--- src/rtl/adder_pkg.sv ---
// -----------------------------------------------------------------------------
// adder_pkg
// Shared constants and FSM state type for the multi-precision adder/subtractor.
//   OP_W      : operand width in bits
//   RES_W     : result width, one bit wider than the operands
//   LIMB_W    : bits processed per cycle
//   NUM_LIMBS : limbs needed to cover RES_W bits (zero-padded)
//   INT_W     : internal register width, NUM_LIMBS * LIMB_W
// -----------------------------------------------------------------------------
package adder_pkg;

    localparam int unsigned OP_W      = 514;
    localparam int unsigned RES_W     = OP_W + 1;
    localparam int unsigned LIMB_W    = 128;
    localparam int unsigned NUM_LIMBS = 5;
    localparam int unsigned INT_W     = NUM_LIMBS * LIMB_W;
    localparam int unsigned IDX_W     = 3;

    typedef enum logic [1:0] {
        IDLE = 2'd0,
        RUN  = 2'd1,
        DONE = 2'd2
    } state_t;

endpackage : adder_pkg

--- src/rtl/adder_limb_adder.sv ---
// -----------------------------------------------------------------------------
// limb_adder
// W-bit ripple adder with carry-in and carry-out; one limb of the wide adder.
// Ports:
//   i_a, i_b  : W-bit addends
//   i_carry   : carry-in
//   o_sum     : low W bits of i_a + i_b + i_carry
//   o_carry   : carry-out
// -----------------------------------------------------------------------------
module limb_adder #(
    parameter int unsigned W = 128
) (
    input  logic [W-1:0] i_a,
    input  logic [W-1:0] i_b,
    input  logic         i_carry,
    output logic [W-1:0] o_sum,
    output logic         o_carry
);

    logic [W:0] w_full;

    assign w_full  = {1'b0, i_a} + {1'b0, i_b} + {{W{1'b0}}, i_carry};
    assign o_sum   = w_full[W-1:0];
    assign o_carry = w_full[W];

endmodule : limb_adder

--- src/rtl/adder.sv ---
// -----------------------------------------------------------------------------
// adder
// Multi-cycle 514-bit adder/subtractor. Operands are captured on start and
// summed one 128-bit limb per cycle with a registered carry; done rises on the
// fifth clock edge after start and holds until the next start.
// Ports:
//   clk      : rising-edge clock
//   resetn   : asynchronous active-low reset
//   start    : one-cycle pulse; captures in_a, in_b, subtract and (re)starts
//   subtract : 0 = a+b, 1 = a-b (sampled with start)
//   shift    : live select; 1 = result presented shifted right by one bit
//   in_a     : operand A (OP_W bits)
//   in_b     : operand B (OP_W bits)
//   result   : RES_W-bit sum/difference, or its logical right shift by one
//   done     : high while result is valid
// -----------------------------------------------------------------------------
module adder
    import adder_pkg::*;
(
    input  logic              clk,
    input  logic              resetn,
    input  logic              start,
    input  logic              subtract,
    input  logic              shift,
    input  logic [OP_W-1:0]   in_a,
    input  logic [OP_W-1:0]   in_b,
    output logic [RES_W-1:0]  result,
    output logic              done
);

    localparam logic [IDX_W-1:0] LAST_IDX = IDX_W'(NUM_LIMBS - 1);

    state_t            r_state;
    logic [INT_W-1:0]  r_a;
    logic [INT_W-1:0]  r_b;
    logic [INT_W-1:0]  r_sum;
    logic              r_carry;
    logic [IDX_W-1:0]  r_idx;
    logic              r_done;

    logic [INT_W-1:0]  w_a_ext;
    logic [INT_W-1:0]  w_b_ext;
    logic [LIMB_W-1:0] w_limb_sum;
    logic              w_limb_carry;

    // Subtraction is a + ~b + 1 over RES_W bits; the +1 enters as the initial
    // carry. Inverting only the low RES_W bits keeps the padding limb clean.
    always_comb begin
        w_a_ext = INT_W'(in_a);
        w_b_ext = INT_W'(in_b);
        if (subtract) begin
            w_b_ext[RES_W-1:0] = ~w_b_ext[RES_W-1:0];
        end
    end

    // Operands shift down one limb per cycle so the adder always sees limb 0;
    // each new sum limb enters at the top of r_sum and, after NUM_LIMBS
    // shifts, limb 0 has arrived at the bottom.
    limb_adder #(
        .W (LIMB_W)
    ) u_limb_adder (
        .i_a     (r_a[LIMB_W-1:0]),
        .i_b     (r_b[LIMB_W-1:0]),
        .i_carry (r_carry),
        .o_sum   (w_limb_sum),
        .o_carry (w_limb_carry)
    );

    always_ff @(posedge clk or negedge resetn) begin
        if (!resetn) begin
            r_state <= IDLE;
            r_a     <= '0;
            r_b     <= '0;
            r_sum   <= '0;
            r_carry <= 1'b0;
            r_idx   <= '0;
            r_done  <= 1'b0;
        end else if (start) begin
            r_state <= RUN;
            r_a     <= w_a_ext;
            r_b     <= w_b_ext;
            r_carry <= subtract;
            r_idx   <= '0;
            r_done  <= 1'b0;
        end else begin
            case (r_state)
                RUN: begin
                    r_a     <= r_a >> LIMB_W;
                    r_b     <= r_b >> LIMB_W;
                    r_sum   <= {w_limb_sum, r_sum[INT_W-1:LIMB_W]};
                    r_carry <= w_limb_carry;
                    r_idx   <= r_idx + IDX_W'(1);
                    if (r_idx == LAST_IDX) begin
                        r_state <= DONE;
                        r_done  <= 1'b1;
                    end
                end
                default: begin
                end
            endcase
        end
    end

    assign result = shift ? {1'b0, r_sum[RES_W-1:1]} : r_sum[RES_W-1:0];
    assign done   = r_done;

endmodule : adder

--- config.mk ---
export PLATFORM = sky130hd
export DESIGN_NAME = adder
export DESIGN_NICKNAME = d
export VERILOG_FILES = /design/src/rtl/adder_pkg.sv /design/src/rtl/adder_limb_adder.sv /design/src/rtl/adder.sv
export SDC_FILE = /design/constraint.sdc
export NUM_CORES = 2
export LEC_CHECK = 0
export CAP_MARGIN = 15
export CORE_AREA = 2 2 611 613
export CTS_CLUSTER_DIAMETER = 40
export DETAILED_ROUTE_END_ITERATION = 6
export DIE_AREA = 0 0 613 615
export GPL_TIMING_DRIVEN = 0
export PLACE_DENSITY = 0.43
export SLEW_MARGIN = 20
export SYNTH_ARGS = -nofsm -noshare
export SYNTH_HDL_FRONTEND = slang
export SYNTH_SLANG_ARGS = --single-unit
--- constraint.sdc ---
create_clock -name clk -period 6.6 [get_ports clk]
set_input_delay 0.66 -clock clk [delete_from_list [all_inputs] [get_ports clk]]
set_output_delay 0.66 -clock clk [all_outputs]
set_load 0.03 [all_outputs]
[Yosys cells after proc, flatten, opt, wreduce, memory -nomap -nowiden]
Cells that the tools add are included.
Widths: inputs -> output; s select.
Storage, ports and cells
  register bits after elaboration: 1927
  bits of input ports: 1033
  output and inout bits: 516
  word-level logic and storage cells: 34
Operators by class
  add/subtract/negate cells: 3
  equality and inequality tests: 2
  muxes and demuxes: 16
  bitwise gates (word level): 2
  reductions and logical operators: 4
Operator list (count)
  $mux 640: 4
  $mux 515: 2
  $not 514->515: 1
  $add 128x128->129: 1
  $add 129x1->129: 1
  $mux 2: 3
  $mux 3: 2
  $mux 1: 5
  $reduce_and 2->1: 2
  $reduce_bool 2->1: 2
  $add 3x1->3 const B: 1
  $eq 3x3->1 const B: 1
  $eq 2x1->1 const B: 1
  $not 1->1: 1

[Longest topological paths before layout]
  depth in word-level cells: 4
  gate-level depth with buffers: 13
  mapped depth without buffers: 13

[By module]
A second synthesis with hierarchy kept.
Second synthesis, totals
  cell total of the unflattened synthesis: 8258
  area total of the unflattened synthesis: 88667.5 µm²
Modules (own cells, without submodules)
  adder: times used 1, cells an instance 6982, area each 80387.1 µm², seq. area each 41915.2 µm²
  limb_adder: times used 1, cells an instance 1276, area each 8280.4 µm², seq. area each 0.0 µm²

[Worst setup path after synthesis]
No wires, ideal clock.
  kind: reg2reg
  from: register r_a[0]
  to: register r_sum[585]
  library setup time: 133 ps
  data arrival time: 3121 ps
  data required time: 6467 ps
  setup slack: 3346 ps
  stages on the path, launching flop included: 12
  path buffers: 0
  clock period less this slack: 3254 ps
  path through: dfrtp_1 -> fa_1 -> a211oi_2 -> nor4b_2 -> a211oi_2 -> a2111oi_4 -> o311a_4 -> o31a_4 -> nor4_2 -> o41a_1 -> xor2_1 -> o21ai_0
Between the ends
  longest elaborated chain between the ends: 2
RTL lines
  start: declaration: RTL line adder.sv:34  | logic [INT_W-1:0] r_a;
  start signal: assignment: RTL line adder.sv:80  | r_a <= w_a_ext;
  start signal: assignment: RTL line adder.sv:88  | r_a <= r_a >> LIMB_W;
  $add 128x128->129: RTL line adder_limb_adder.sv:22  | assign w_full = {1'b0, i_a} + {1'b0, i_b} + {{W{1'b0}}, i_carry};
  $add 129x1->129: RTL line adder_limb_adder.sv:22
  end signal: assignment: RTL line adder.sv:90  | r_sum <= {w_limb_sum, r_sum[INT_W-1:LIMB_W]};
  end: declaration: RTL line adder.sv:36  | logic [INT_W-1:0] r_sum;
Every way passes these cells.
A chain may end at the register's enable or synchronous reset.

[Worst setup path after layout]
  from: register r_carry
  to: register r_sum[634]
Between the ends
  longest elaborated chain between the ends: 1
RTL lines
  start: declaration: RTL line adder.sv:37  | logic r_carry;
  start signal: assignment: RTL line adder.sv:82  | r_carry <= subtract;
  start signal: assignment: RTL line adder.sv:91  | r_carry <= w_limb_carry;
  $add 129x1->129: RTL line adder_limb_adder.sv:22
Every way passes these cells.

==> flow_summary.toml <==
[run_status]
status = "complete, but fails checks"
failed_checks = "antenna violations"

[drt]
antenna_left = 1
drt-initial-drc-count = 5070
vias = 78990
wl_um = 482600
firstDrtPassIters = 6
viasPerCell = 4.666
drc = 0
routedWlPerCell_um = 28.51

[final_layout]
nNetsFinal = 12740
final_cell_mix = "nand2_1 (3118), dfrtp_1 (1675), clkdlybuf4s50_1 (1544), o21ai_0 (1234), mux2i_1 (776)"
final_common_cell = "nand2_1"
syn_to_final_growth_pct = 40.51
final_core_util_pct = 33.46
drive_gt1_share_pct = 10.76
fin_area_um2 = 124100

[clock_tree]
clockBufferDepth = 4
clkTransAtPathRegs_ps = 60
cts_max_level = 5
cts_setup_buffers = 0
cts_tree = "done"
ctsHoldBuffers = 1
cts.sinks = 1675
ctsRootBufferMaster = "clkbuf_16"
cts-buffers-inserted = 354
insertion_delay_ps = 930
ctsResizeCount = 0

[global_routing]
grt_max_degree = 144
grt_overflow = 0
grt.total_usage_pct = 24.91
grt_pass1_vias = 82010
grt_pass1_wl_um = 660500
antenna_found_initial = 194

[timing]
drv_slew = 0
fin_crit_ps = 5707
rsz0062_at_grt = "false"
whs_ps = 300.0
max_freq_mhz = 175.2
fin_tns_setup_ps = 0
relSlewSlack_pct = 20.57
hold_viol = 0
worst_pin_slew_ps = 1191
finalSetupViolCount = 0
final.setup_skew_ps = 72.98
post-route-period-util_pct = 86.47
layout_setup_ws_ps = 892.8

[setup_path]
path_class = "reg -> reg"
start_kind = "register"
end_kind = "register"
arrival_ps = 6550
crit_fanout = 4
cp.required_ps = 7440

[synthesis]
synth.area.mux_share_pct = 15.35
synth_edf_count = 0
yosys.cell_types.count = 78
async_flop_share_pct = 100.0
synth-simple-area-share_pct = 15.37
synth_top_family_by_area = "simple AND/OR/NAND/NOR gates"
synth_fa_ha_area_share_pct = 1.873
synth-seq-area-share_pct = 47.47
yosys_warnings = 0
syn_inst = 9620
netlist_area_um2 = 88290
syn-num-nets = 10780
synth_flop_cell = "dfrtp_1"
synth-xor-area-share_pct = 6.160
avgSynthCellArea_um2 = 9.178
ys_ff_latch = 1675
synth_compound_gate_area_share_pct = 10.74

[floorplan]
coreArea_um2 = 370800
initial_core_util_pct = 23.81
chipHeight_um = 615
rows = 224
ios = 1549
die_area_um2 = 377000
fp.dieW_um = 613

[power]
power_density_nw_per_um2 = 451.2
power.static_leakage_nw = 52.91
irDropWorstVdd_v = 0.0002253

[place]
gp_congestion = 0.9061
postPlaceCellArea_um2 = 111500
dp_slack_ps = 966.9
port_buffers = 1545
dp_hpwl_um = 405500

[flow_run]
drv_cap = 0

[worst_hold_path]
min_path_type = "in -> async"
-- cell type report --
class / count / area [um2]
Buffer: 667 / 2603
Clock buffer: 459 / 9878
Fill cell: 38420 / 246700
Tap cell: 4972 / 6221
Multi-Input combinational cell: 7235 / 43710
Antenna cell: 84 / 210.2
Inverter: 43 / 161.4
Timing Repair Buffer: 1602 / 16860
Clock inverter: 191 / 2502
Sequential cell: 1675 / 41920
-- routing by layer --
layer | wire [um] | track usage, % | vias to the layer above | share of wire, %
met5 | 268 | 0 | - | 0.056
met2 | 237900 | 43.25 | 2431 | 49
met1 | 201100 | 30.64 | 39230 | 42
met4 | 19840 | 9.832 | 42 | 4.1
met3 | 23500 | 3.951 | 761 | 4.9
li1 | - | - | 36530 | -
-- power breakdown --
| part | switching [mW] | internal (mW) | total (mW) | leakage [nW] |
|---|---|---|---|---|
| clock network | 6.40 | 12.0 | 18.4 | 6.00 |
| logic | 12.9 | 7.94 | 20.9 | 25.9 |
| registers | 3.50 | 13.2 | 16.7 | 21.0 |
| total | 22.8 | 33.1 | 56.0 | 52.9 |
-- critical path, cell delays in order (launching register included) --
cell and delay, ps:
dfrtp_1 430, fa_1 240, inv_1 60, fa_1 410
nor2b_1 180, o311a_1 240, o21ai_1 150, a2111oi_2 950
o2111ai_1 410, a31oi_1 610, o21ai_1 470, o31ai_1 980
xnor2_1 270, o21ai_0 210
-- metrics by stage --
stage / instances / total power, mW
2_1_floorplan: 9620 / 26.73
5_1_grt: 16890 / 58.65
6_report: 16930 / 55.97
3_3_place_gp: 16140 / 37.54
3_5_place_dp: 16190 / 37.75
4_1_cts: 16840 / 56.50
-- state kept, by name, summed over array words and instances (netlist names) --
| register | flops |
|---|---|
| r_state | 1 |
| r_idx | 3 |
| r_b | 515 |
| r_carry | 1 |
| r_a | 514 |
| done | 1 |
| r_sum | 640 |
-- final timing paths --
path                            slack (ps)  startpoint    endpoint  cells after the start
worst max-delay path                   890     r_carry  r_sum[634]                     13
worst max register to register         890     r_carry  r_sum[634]                     13
min in group clk                       300   in_a[347]    r_a[347]                      3
worst min register to register         460  r_sum[628]  r_sum[500]                      2
max in group asynchronous             3530      resetn     r_a[73]                      6
worst min-delay path                   300      resetn    r_b[273]                      2
-- cells in the mapped netlist, drive strengths merged (4+ instances only) --
library cell	count	area (um2)
or3	9	56.30
nand4	70	444.2
o2111ai	7	61.31
o21bai	41	307.8
buf	36	143.9
a211o	6	52.55
xnor2	68	595.6
mux2i	776	7767
dfrtp	1675	41920
a2111oi	4	72.57
and3	10	62.56
o21a	24	180.2
ha	129	1614
nor2	144	540.5
o31ai	15	117.6
o311a	4	51.30
o311ai	6	52.56
a221oi	10	87.58
or2	12	75.08
and2	6	37.54
inv	43	161.4
a21boi	9	67.56
a31oi	13	81.33
o31a	5	52.55
nand2	3118	11700
or4	8	60.06
a21oi	191	967.2
a311oi	5	43.79
nand3	33	165.2
nand2b	10	62.56
o21ai	1246	6236
a21o	72	540.5
clkbuf	631	2369
a211oi	18	150.2
nor2b	6	37.54
nor4	15	100.1
a221o	5	50.05
xor2	553	4843
o211ai	9	67.56
mux2	514	5788
nor3	25	125.1
-- cells by family (layout without fill, tap and decap cells) --
| family | after synthesis | after routing |
|---|---|---|
| and+or+nand+nor | 3477 | 3477 |
| AOI/OAI and AO/OA | 1716 | 1716 |
| DFF | 1675 | 1675 |
| muxes | 1290 | 1290 |
| buffers and inverters | 710 | 2962 |
| xor gates and xnor gates | 621 | 621 |
| adders and majority gates | 131 | 131 |
| other | 0 | 84 |
(Power assumes the default switching activity.)
